==> config.mk <==
export PLATFORM = sky130hd
export DESIGN_NAME = ysyx_22051013_axi_lsu_rd_master_flat
export DESIGN_NICKNAME = d
export VERILOG_FILES = /design/src/rtl/ysyx_22051013_axi_lsu_rd_master_if.sv /design/src/rtl/ysyx_22051013_axi_lsu_rd_master.sv /design/src/flat_wrapper.sv
export SDC_FILE = /design/constraint.sdc
export NUM_CORES = 1
export LEC_CHECK = 0
export CORE_MARGIN = 4
export CORE_UTILIZATION = 47
export DETAILED_ROUTE_END_ITERATION = 8
export GPL_ROUTABILITY_DRIVEN = 0
export PLACE_DENSITY = 0.83
export RECOVER_POWER = 50
export SLEW_MARGIN = 10
export SYNTH_ARGS = -nofsm -noshare
export SYNTH_HDL_FRONTEND = slang
export SYNTH_SLANG_ARGS = --single-unit
==> constraint.sdc <==
create_clock -name clk -period 5.6 [get_ports clk]
set_input_delay 1.12 -clock clk [delete_from_list [all_inputs] [get_ports clk]]
set_output_delay 1.12 -clock clk [all_outputs]
set_load 0.01 [all_outputs]
==> src/rtl/ysyx_22051013_axi_lsu_rd_master_if.sv <==
// LSU load request/response and AXI4 AR/R channel bundle for the LSU read master.
// The master modport is the read master's view; the slave modport is the LSU plus interconnect side.
interface ysyx_22051013_axi_lsu_rd_master_if #(
  parameter int ADDR_W = 64,
  parameter int DATA_W = 64,
  parameter int ID_W   = 4
);
  logic              req_valid;
  logic              req_ready;
  logic [ADDR_W-1:0] req_addr;
  logic [2:0]        req_size;
  logic              req_signed;
  logic              resp_valid;
  logic [DATA_W-1:0] resp_data;
  logic              resp_err;
  logic              ar_valid;
  logic              ar_ready;
  logic [ADDR_W-1:0] ar_addr;
  logic [ID_W-1:0]   ar_id;
  logic [7:0]        ar_len;
  logic [2:0]        ar_size;
  logic [1:0]        ar_burst;
  logic              r_valid;
  logic              r_ready;
  logic [DATA_W-1:0] r_data;
  logic [1:0]        r_resp;
  logic [ID_W-1:0]   r_id;
  logic              r_last;

  modport master (
    input  req_valid, req_addr, req_size, req_signed,
    input  ar_ready, r_valid, r_data, r_resp, r_id, r_last,
    output req_ready, resp_valid, resp_data, resp_err,
    output ar_valid, ar_addr, ar_id, ar_len, ar_size, ar_burst, r_ready
  );

  modport slave (
    output req_valid, req_addr, req_size, req_signed,
    output ar_ready, r_valid, r_data, r_resp, r_id, r_last,
    input  req_ready, resp_valid, resp_data, resp_err,
    input  ar_valid, ar_addr, ar_id, ar_len, ar_size, ar_burst, r_ready
  );
endinterface

==> src/rtl/ysyx_22051013_axi_lsu_rd_master.sv <==
// Single-beat AXI4 read master for LSU loads: alignment check, AR/R handshake,
// ID filtering, and byte-lane extraction with sign/zero extension.
module ysyx_22051013_axi_lsu_rd_master #(
  parameter int ADDR_W = 64,
  parameter int DATA_W = 64,
  parameter int ID_W   = 4,
  parameter int ARID   = 1
) (
  input logic clk,
  input logic rst,
  ysyx_22051013_axi_lsu_rd_master_if.master bus
);
  localparam int LANE_W = $clog2(DATA_W / 8);
  localparam int BIDX_W = $clog2(DATA_W);
  localparam logic [ID_W-1:0] ARID_V = ID_W'(ARID);

  typedef enum logic [1:0] {S_IDLE, S_AR, S_R, S_RSP} state_e;

  state_e            state_q, state_d;
  logic              req_ready_q, req_ready_d;
  logic              ar_valid_q, ar_valid_d;
  logic              r_ready_q, r_ready_d;
  logic              resp_valid_q, resp_valid_d;
  logic [DATA_W-1:0] resp_data_q, resp_data_d;
  logic              resp_err_q, resp_err_d;
  logic [ADDR_W-1:0] ar_addr_q, ar_addr_d;
  logic [2:0]        ar_size_q, ar_size_d;
  logic              signed_q, signed_d;
  logic              req_illegal;
  logic              beat_ok;
  logic [1:0]        unused_bits;

  assign unused_bits = {bus.r_last, bus.r_resp[0]};

  // Shift the addressed lane down, then keep 8<<size bits and fill the rest.
  function automatic logic [DATA_W-1:0] extend_load(input logic [DATA_W-1:0] beat,
                                                    input logic [LANE_W-1:0] lane,
                                                    input logic [2:0]        size,
                                                    input logic              sgn);
    logic [DATA_W-1:0] raw;
    logic [DATA_W-1:0] ext;
    logic [BIDX_W-1:0] msb_idx;
    logic              fill;
    raw     = beat >> {lane, 3'b000};
    msb_idx = BIDX_W'((32'd8 << size) - 32'd1);
    fill    = sgn & raw[msb_idx];
    for (int i = 0; i < DATA_W; i++) begin
      ext[i] = (i <= int'(msb_idx)) ? raw[i] : fill;
    end
    return ext;
  endfunction

  assign req_illegal = (bus.req_size > 3'(LANE_W)) ||
                       (|(bus.req_addr[7:0] & 8'((9'd1 << bus.req_size) - 9'd1)));
  assign beat_ok     = bus.r_valid && (bus.r_id == ARID_V);

  always_comb begin
    state_d      = state_q;
    req_ready_d  = req_ready_q;
    ar_valid_d   = ar_valid_q;
    r_ready_d    = r_ready_q;
    resp_valid_d = 1'b0;
    resp_data_d  = resp_data_q;
    resp_err_d   = resp_err_q;
    ar_addr_d    = ar_addr_q;
    ar_size_d    = ar_size_q;
    signed_d     = signed_q;
    case (state_q)
      S_IDLE: begin
        if (bus.req_valid) begin
          ar_addr_d   = bus.req_addr;
          ar_size_d   = bus.req_size;
          signed_d    = bus.req_signed;
          req_ready_d = 1'b0;
          if (req_illegal) begin
            state_d      = S_RSP;
            resp_valid_d = 1'b1;
            resp_data_d  = '0;
            resp_err_d   = 1'b1;
          end else begin
            state_d    = S_AR;
            ar_valid_d = 1'b1;
          end
        end
      end
      S_AR: begin
        if (bus.ar_ready) begin
          state_d    = S_R;
          ar_valid_d = 1'b0;
          r_ready_d  = 1'b1;
        end
      end
      S_R: begin
        // Beats for other IDs are drained with r_ready high and dropped.
        if (beat_ok) begin
          state_d      = S_RSP;
          r_ready_d    = 1'b0;
          resp_valid_d = 1'b1;
          resp_err_d   = bus.r_resp[1];
          resp_data_d  = bus.r_resp[1] ? '0 :
                         extend_load(bus.r_data, ar_addr_q[LANE_W-1:0], ar_size_q, signed_q);
        end
      end
      default: begin
        state_d     = S_IDLE;
        req_ready_d = 1'b1;
      end
    endcase
  end

  always_ff @(posedge clk) begin
    if (rst) begin
      state_q      <= S_IDLE;
      req_ready_q  <= 1'b1;
      ar_valid_q   <= 1'b0;
      r_ready_q    <= 1'b0;
      resp_valid_q <= 1'b0;
      resp_data_q  <= '0;
      resp_err_q   <= 1'b0;
      ar_addr_q    <= '0;
      ar_size_q    <= 3'd0;
      signed_q     <= 1'b0;
    end else begin
      state_q      <= state_d;
      req_ready_q  <= req_ready_d;
      ar_valid_q   <= ar_valid_d;
      r_ready_q    <= r_ready_d;
      resp_valid_q <= resp_valid_d;
      resp_data_q  <= resp_data_d;
      resp_err_q   <= resp_err_d;
      ar_addr_q    <= ar_addr_d;
      ar_size_q    <= ar_size_d;
      signed_q     <= signed_d;
    end
  end

  assign bus.req_ready  = req_ready_q;
  assign bus.resp_valid = resp_valid_q;
  assign bus.resp_data  = resp_data_q;
  assign bus.resp_err   = resp_err_q;
  assign bus.ar_valid   = ar_valid_q;
  assign bus.ar_addr    = ar_addr_q;
  assign bus.ar_size    = ar_size_q;
  assign bus.ar_id      = ARID_V;
  assign bus.ar_len     = 8'd0;
  assign bus.ar_burst   = 2'b01;
  assign bus.r_ready    = r_ready_q;
endmodule

==> src/flat_wrapper.sv <==
// flat-port wrapper written by rule: the top's interface ports become plain ports
module ysyx_22051013_axi_lsu_rd_master_flat 
#(
  parameter int ADDR_W = 64,
  parameter int DATA_W = 64,
  parameter int ID_W   = 4,
  parameter int ARID   = 1
)
  (clk, rst, bus_req_valid, bus_req_addr, bus_req_size, bus_req_signed, bus_ar_ready, bus_r_valid, bus_r_data, bus_r_resp, bus_r_id, bus_r_last, bus_req_ready, bus_resp_valid, bus_resp_data, bus_resp_err, bus_ar_valid, bus_ar_addr, bus_ar_id, bus_ar_len, bus_ar_size, bus_ar_burst, bus_r_ready);
  ysyx_22051013_axi_lsu_rd_master_if #(.ADDR_W(ADDR_W), .DATA_W(DATA_W), .ID_W(ID_W)) bus_i ();
  input logic clk;
  input logic rst;
  input wire logic [$bits(bus_i.req_valid)-1:0] bus_req_valid;
  input wire logic [$bits(bus_i.req_addr)-1:0] bus_req_addr;
  input wire logic [$bits(bus_i.req_size)-1:0] bus_req_size;
  input wire logic [$bits(bus_i.req_signed)-1:0] bus_req_signed;
  input wire logic [$bits(bus_i.ar_ready)-1:0] bus_ar_ready;
  input wire logic [$bits(bus_i.r_valid)-1:0] bus_r_valid;
  input wire logic [$bits(bus_i.r_data)-1:0] bus_r_data;
  input wire logic [$bits(bus_i.r_resp)-1:0] bus_r_resp;
  input wire logic [$bits(bus_i.r_id)-1:0] bus_r_id;
  input wire logic [$bits(bus_i.r_last)-1:0] bus_r_last;
  output wire logic [$bits(bus_i.req_ready)-1:0] bus_req_ready;
  output wire logic [$bits(bus_i.resp_valid)-1:0] bus_resp_valid;
  output wire logic [$bits(bus_i.resp_data)-1:0] bus_resp_data;
  output wire logic [$bits(bus_i.resp_err)-1:0] bus_resp_err;
  output wire logic [$bits(bus_i.ar_valid)-1:0] bus_ar_valid;
  output wire logic [$bits(bus_i.ar_addr)-1:0] bus_ar_addr;
  output wire logic [$bits(bus_i.ar_id)-1:0] bus_ar_id;
  output wire logic [$bits(bus_i.ar_len)-1:0] bus_ar_len;
  output wire logic [$bits(bus_i.ar_size)-1:0] bus_ar_size;
  output wire logic [$bits(bus_i.ar_burst)-1:0] bus_ar_burst;
  output wire logic [$bits(bus_i.r_ready)-1:0] bus_r_ready;
  assign bus_i.req_valid = bus_req_valid;
  assign bus_i.req_addr = bus_req_addr;
  assign bus_i.req_size = bus_req_size;
  assign bus_i.req_signed = bus_req_signed;
  assign bus_i.ar_ready = bus_ar_ready;
  assign bus_i.r_valid = bus_r_valid;
  assign bus_i.r_data = bus_r_data;
  assign bus_i.r_resp = bus_r_resp;
  assign bus_i.r_id = bus_r_id;
  assign bus_i.r_last = bus_r_last;
  assign bus_req_ready = bus_i.req_ready;
  assign bus_resp_valid = bus_i.resp_valid;
  assign bus_resp_data = bus_i.resp_data;
  assign bus_resp_err = bus_i.resp_err;
  assign bus_ar_valid = bus_i.ar_valid;
  assign bus_ar_addr = bus_i.ar_addr;
  assign bus_ar_id = bus_i.ar_id;
  assign bus_ar_len = bus_i.ar_len;
  assign bus_ar_size = bus_i.ar_size;
  assign bus_ar_burst = bus_i.ar_burst;
  assign bus_r_ready = bus_i.r_ready;
  ysyx_22051013_axi_lsu_rd_master #(.ADDR_W(ADDR_W), .DATA_W(DATA_W), .ID_W(ID_W), .ARID(ARID)) u_core (.clk(clk), .rst(rst), .bus(bus_i));
endmodule
# After elaboration in Yosys (flattened, before gate mapping)
# Cells that the tools add are included.
# op_classes
addsub	2
shift	3
n_bitwise	3
n_eq_ne	8
order_cmp	65
n_reduce_logical	14
mux	92
# op_table
cell	count
$mux 64	4
$le 6x6->1 const A	32
$pmux 64 s2	1
$le 5x6->1 const A	16
$mux 1	76
$shr 64x6->64	1
$le 4x6->1 const A	8
$le 3x6->1 const A	4
$le 2x6->1 const A	2
$pmux 1 s2	5
$and 8x8->8	1
$mux 2	4
$reduce_and 4->1	2
$reduce_or 8->1	1
$shl 1x3->8 const A	1
$sub 8x1->8 const B	1
$lt 6x7->1 const B	1
$bmux 1 s6	1
$le 1x6->1 const A	1
$ne 2x2->1 const B	3
$pmux 2 s3	1
$reduce_and 3->1	2
$reduce_bool 2->1	3
$shl 4x3->6 const A	1
other kinds (13)	15
# word_totals
in_bits	144
elab_cells	197
out_inout_bits	150
reg_bits	139

# Longest topological paths before layout
# depth
word_depth	9
mapped_depth	10
mapped_depth_nobuf	8

# Worst setup path after synthesis
# OpenSTA, ideal clock, no wires.
# synth_path
kind	input to register
start	input bus_req_size[0]
end	register u_core.resp_data_q[16] (netlist: u_core.bus.resp_data[16])
cell_stages	8
slack_ps	2452
n_path_buf	1
arrival_time_ps	3074
path_cell_list	or3_1 -> ha_1 -> inv_1 -> a221oi_2 -> nand3_1 -> a21oi_2 -> clkbuf_1 -> o2bb2ai_1
# synth_via
elab_chain_len	7
# synth_rtl
element	line	rtl
from (decl)	flat_wrapper.sv:15	input wire logic [$bits(bus_i.req_size)-1:0] bus_req_size;
$shl 1x3->8	ysyx_22051013_axi_lsu_rd_master.sv:54	(|(bus.req_addr[7:0] & 8'((9'd1 << bus.req_size) - 9'd1)));
$sub 8x1->8	ysyx_22051013_axi_lsu_rd_master.sv:54	
$and 8x8->8	ysyx_22051013_axi_lsu_rd_master.sv:54	
$reduce_or 8->1	ysyx_22051013_axi_lsu_rd_master.sv:54	
$logic_or 1x1->1 (*)	ysyx_22051013_axi_lsu_rd_master.sv:53	assign req_illegal = (bus.req_size > 3'(LANE_W)) ||
$ne 2x1->1 (no line) (*)	--	
$reduce_and 4->1 (no line) (*)	--	
to (signal assigned)	ysyx_22051013_axi_lsu_rd_master.sv:129	resp_data_q <= resp_data_d;
to (decl)	ysyx_22051013_axi_lsu_rd_master.sv:24	logic [DATA_W-1:0] resp_data_q, resp_data_d;
# Every way passes the cells marked *; elsewhere a longest branch is shown, timed or not.
# A chain may end at the register's enable or synchronous reset.

# Final worst setup path
# layout_path
start	input bus_req_valid
end	register u_core.ar_addr_q[7] (netlist: u_core.bus.ar_addr[7])
# layout_via
elab_chain_len	1
# layout_rtl
element	line	rtl
from (decl)	flat_wrapper.sv:13	input wire logic [$bits(bus_i.req_valid)-1:0] bus_req_valid;
$reduce_and 2->1 (no line)	--	
to (signal assigned)	ysyx_22051013_axi_lsu_rd_master.sv:131	ar_addr_q <= ar_addr_d;
to (decl)	ysyx_22051013_axi_lsu_rd_master.sv:26	logic [ADDR_W-1:0] ar_addr_q, ar_addr_d;
# No other way between the ends.

==> metrics.cfg <==
[sta]
skew_ps = 4.625
min_period_ps = 4408
min_period_over_period_pct = 78.71
layout_setup_ws_ps = 1192
finalSetupViolCount = 0
max_freq_mhz = 226.9
tns_ps = 0
drv_slew = 68
rsz0062_at_grt = no
hold_viol = 0
fin_hold_ws_ps = 449.4
max_slew_margin_pct = -92.10
worst_pin_slew_ps = 2882

[global_route]
grt_max_degree = 84
antenna_found_initial = 1
grt_usage_pct = 28.52
grt_pass1_wl_um = 39560
overflow = 0
first_global_vias = 7132

[clocking]
hold_buffers = 0
clk_path_buf_depth = 2
cts_sinks = 139
post_cts_buffers = 0
cts.reportedPaths.clkPinSlew_ps = 50
htree_levels = 4
cts_buffers = 17
cts_root_buffer = clkbuf_16
clk-insertion-delay-late_ps = 420
cts_resized = 0
cts_tree = yes

[floorplan]
die-area_um2 = 17360
rows = 44
dieHeight_um = 131.8
fp.coreArea_um2 = 14750
die_x_um = 131.8
start_util_pct = 48.80
num_io_pins = 294

[routing]
firstDrtPassIters = 7
final_antenna_net_count = 0
drt-total-wl_um = 25700
routed_via_density = 5.847
wire_per_inst_um = 19.98
drtIter0Drc = 713
drc = 0
dr_total_vias = 7519

[pwr]
clkPwrFrac_pct = 32.8
peakVddDrop_mv = 0.2651
p_sw_share_pct = 34.42
combPwrFrac_pct = 37.2
leakagePower_uw = 0.004165
p_per_area_nw_per_um2 = 373.6
p_seq_share_pct = 30.0
switching_power_uw = 1360
power.internal_uw = 2591

[run_status]
violations = capacitance limit, slew limit
status = complete, but fails checks

[place]
io_buffer_count = 277
dp_hpwl_um = 18700
pre_cts_slack_ps = 1334

[critical_path]
worst-path-max-fanout = 67
cp.arrival_ps = 4750
cp.required_ps = 5940
path_class = in2reg
worst_setup_path_start_kind = input port
end_kind = register

[synth]
synth_edf_count = 0
synthArstFlopShare_pct = 0
ys_seq_area_share_pct = 38.65
ys_ff_latch = 139
yosys.area.top_type = dfxtp_1
ys_warn_count = 0
postSynthAreaPerCell_um2 = 8.381
synth_area_um2 = 7199
ys_types = 58
synth_cells = 859
synth_flop_cell = dfxtp_1
synth_area_leaders = dfxtp_1 (39%), nand2_1 (9.6%), a21oi_1 (7.6%), mux2i_1 (6.5%), mux4_2 (5.0%)
synth_top_area_share_pct = 38.65

[hold_path]
worstHoldPathType = reg2reg

[finish]
nNetsFinal = 1239
area_delta_synth_final_pct = 46.89
drive_gt1_share_pct = 7.539

[job]
cap_violations = 1

## power groups by stage
stage | combinational (uW) | clock, uW | sequential [uW]
2_1_floorplan | 888 | 0 | 1230
3_3_place_gp | 1460 | 0 | 1200
5_1_grt | 1600 | 1350 | 1200
6_report | 1470 | 1300 | 1180
4_1_cts | 1490 | 1310 | 1190
3_5_place_dp | 1480 | 0 | 1210
## synthesized netlist by cell type (11+ instances only)
| cell type | count |
|---|---|
| nand2_1 | 185 |
| dfxtp_1 | 139 |
| a21oi_1 | 109 |
| mux2i_1 | 47 |
| o21ai_0 | 46 |
| clkbuf_1 | 45 |
| o2bb2ai_1 | 38 |
| nand3_1 | 25 |
| inv_1 | 19 |
| nor2_1 | 19 |
| buf_4 | 18 |
| mux2_2 | 17 |
| mux4_2 | 16 |
| buf_2 | 13 |
| o211ai_1 | 11 |
| o32ai_1 | 11 |
## through the flow
stage	cell area [um^2]	utilization, %	cells	total power, uW
after floorplan	7244	-	871	2122
after global placement	9918	67.22	1255	2663
after detailed placement	9918	67.22	1255	2687
after CTS	10590	71.76	1285	3985
after global routing	10580	71.68	1286	4151
final	10580	71.68	1286	3951
## path summary, 6_finish.rpt
path,start,endpoint,slack (ps),cells after the start
setup / recovery,bus_req_valid,u_core.bus.ar_addr[7],1190,5
hold / removal,u_core.bus.ar_addr[30],u_core.bus.ar_addr[30],450,2
setup reg to reg,u_core.state_q[0],u_core.bus.ar_addr[7],1750,6
hold reg to reg,u_core.bus.ar_addr[30],u_core.bus.ar_addr[30],450,2
## logic make-up (layout without fill, tap and decap cells)
kind of cell,count (synthesis),in the layout,share of synthesized area (%)
compound gates,264,264,23.77
simple gates,263,263,15.61
flops,139,139,38.65
buf+inv,106,336,6.795
mux,80,80,14.20
fa+ha+maj,5,5,0.8690
other cells,2,15,0.1043
## state kept, by name, indices dropped and copies added, names as in the netlist
| signal | count |
|---|---|
| u_core.bus.ar_addr | 64 |
| u_core.bus.ar_size | 3 |
| u_core.bus.ar_valid | 1 |
| u_core.bus.r_ready | 1 |
| u_core.bus.req_ready | 1 |
| u_core.bus.resp_data | 64 |
| u_core.bus.resp_err | 1 |
| u_core.bus.resp_valid | 1 |
| u_core.signed_q | 1 |
| u_core.state_q | 2 |
## layer usage
layer | up-vias | track usage (%) | routed length [um]
met2 | 480 | 46.53 | 12380
met4 | 0 | 16.63 | 1366
met1 | 3450 | 34.40 | 9657
met3 | 82 | 6.870 | 2291
met5 | - | 0 | 0
li1 | 3507 | - | -
## critical path, stage by stage
cell and delay (ps):
dlygate4sd3_1 640, and2_0 260, clkbuf_1 2050, nand2_1 380
a21oi_1 240
## layout make-up
| class | instances | area (um^2) |
|---|---|---|
| inverters | 20 | 75.07 |
| diodes | 1 | 2.502 |
| fillers | 1139 | 4179 |
| multi-input cells | 626 | 3981 |
| clock buffers | 22 | 454.2 |
| well taps | 184 | 230.2 |
| flip-flops and latches | 139 | 2785 |
| clock inverters | 8 | 215.2 |
| repair buffers | 286 | 2831 |
## placed cells by master (no fill, tap or decap), types with 5 or more instances in the layout
master / count
o32ai_1: 11
nor2_1: 19
conb_1: 14
mux4_2: 16
a22o_1: 10
ha_1: 5
dfxtp_1: 137
a21oi_1: 109
buf_4: 8
o211ai_1: 11
bufinv_16: 7
o2bb2ai_1: 38
clkbuf_1: 5
inv_1: 19
nand3_1: 25
o21ai_0: 46
clkbuf_16: 17
mux2i_1: 47
nand4_1: 7
nand2b_1: 5
nor2b_1: 6
nand2_1: 185
mux2_2: 17
clkdlybuf4s50_1: 145
dlygate4sd3_1: 131
Power figures use the tool's default switching activity.
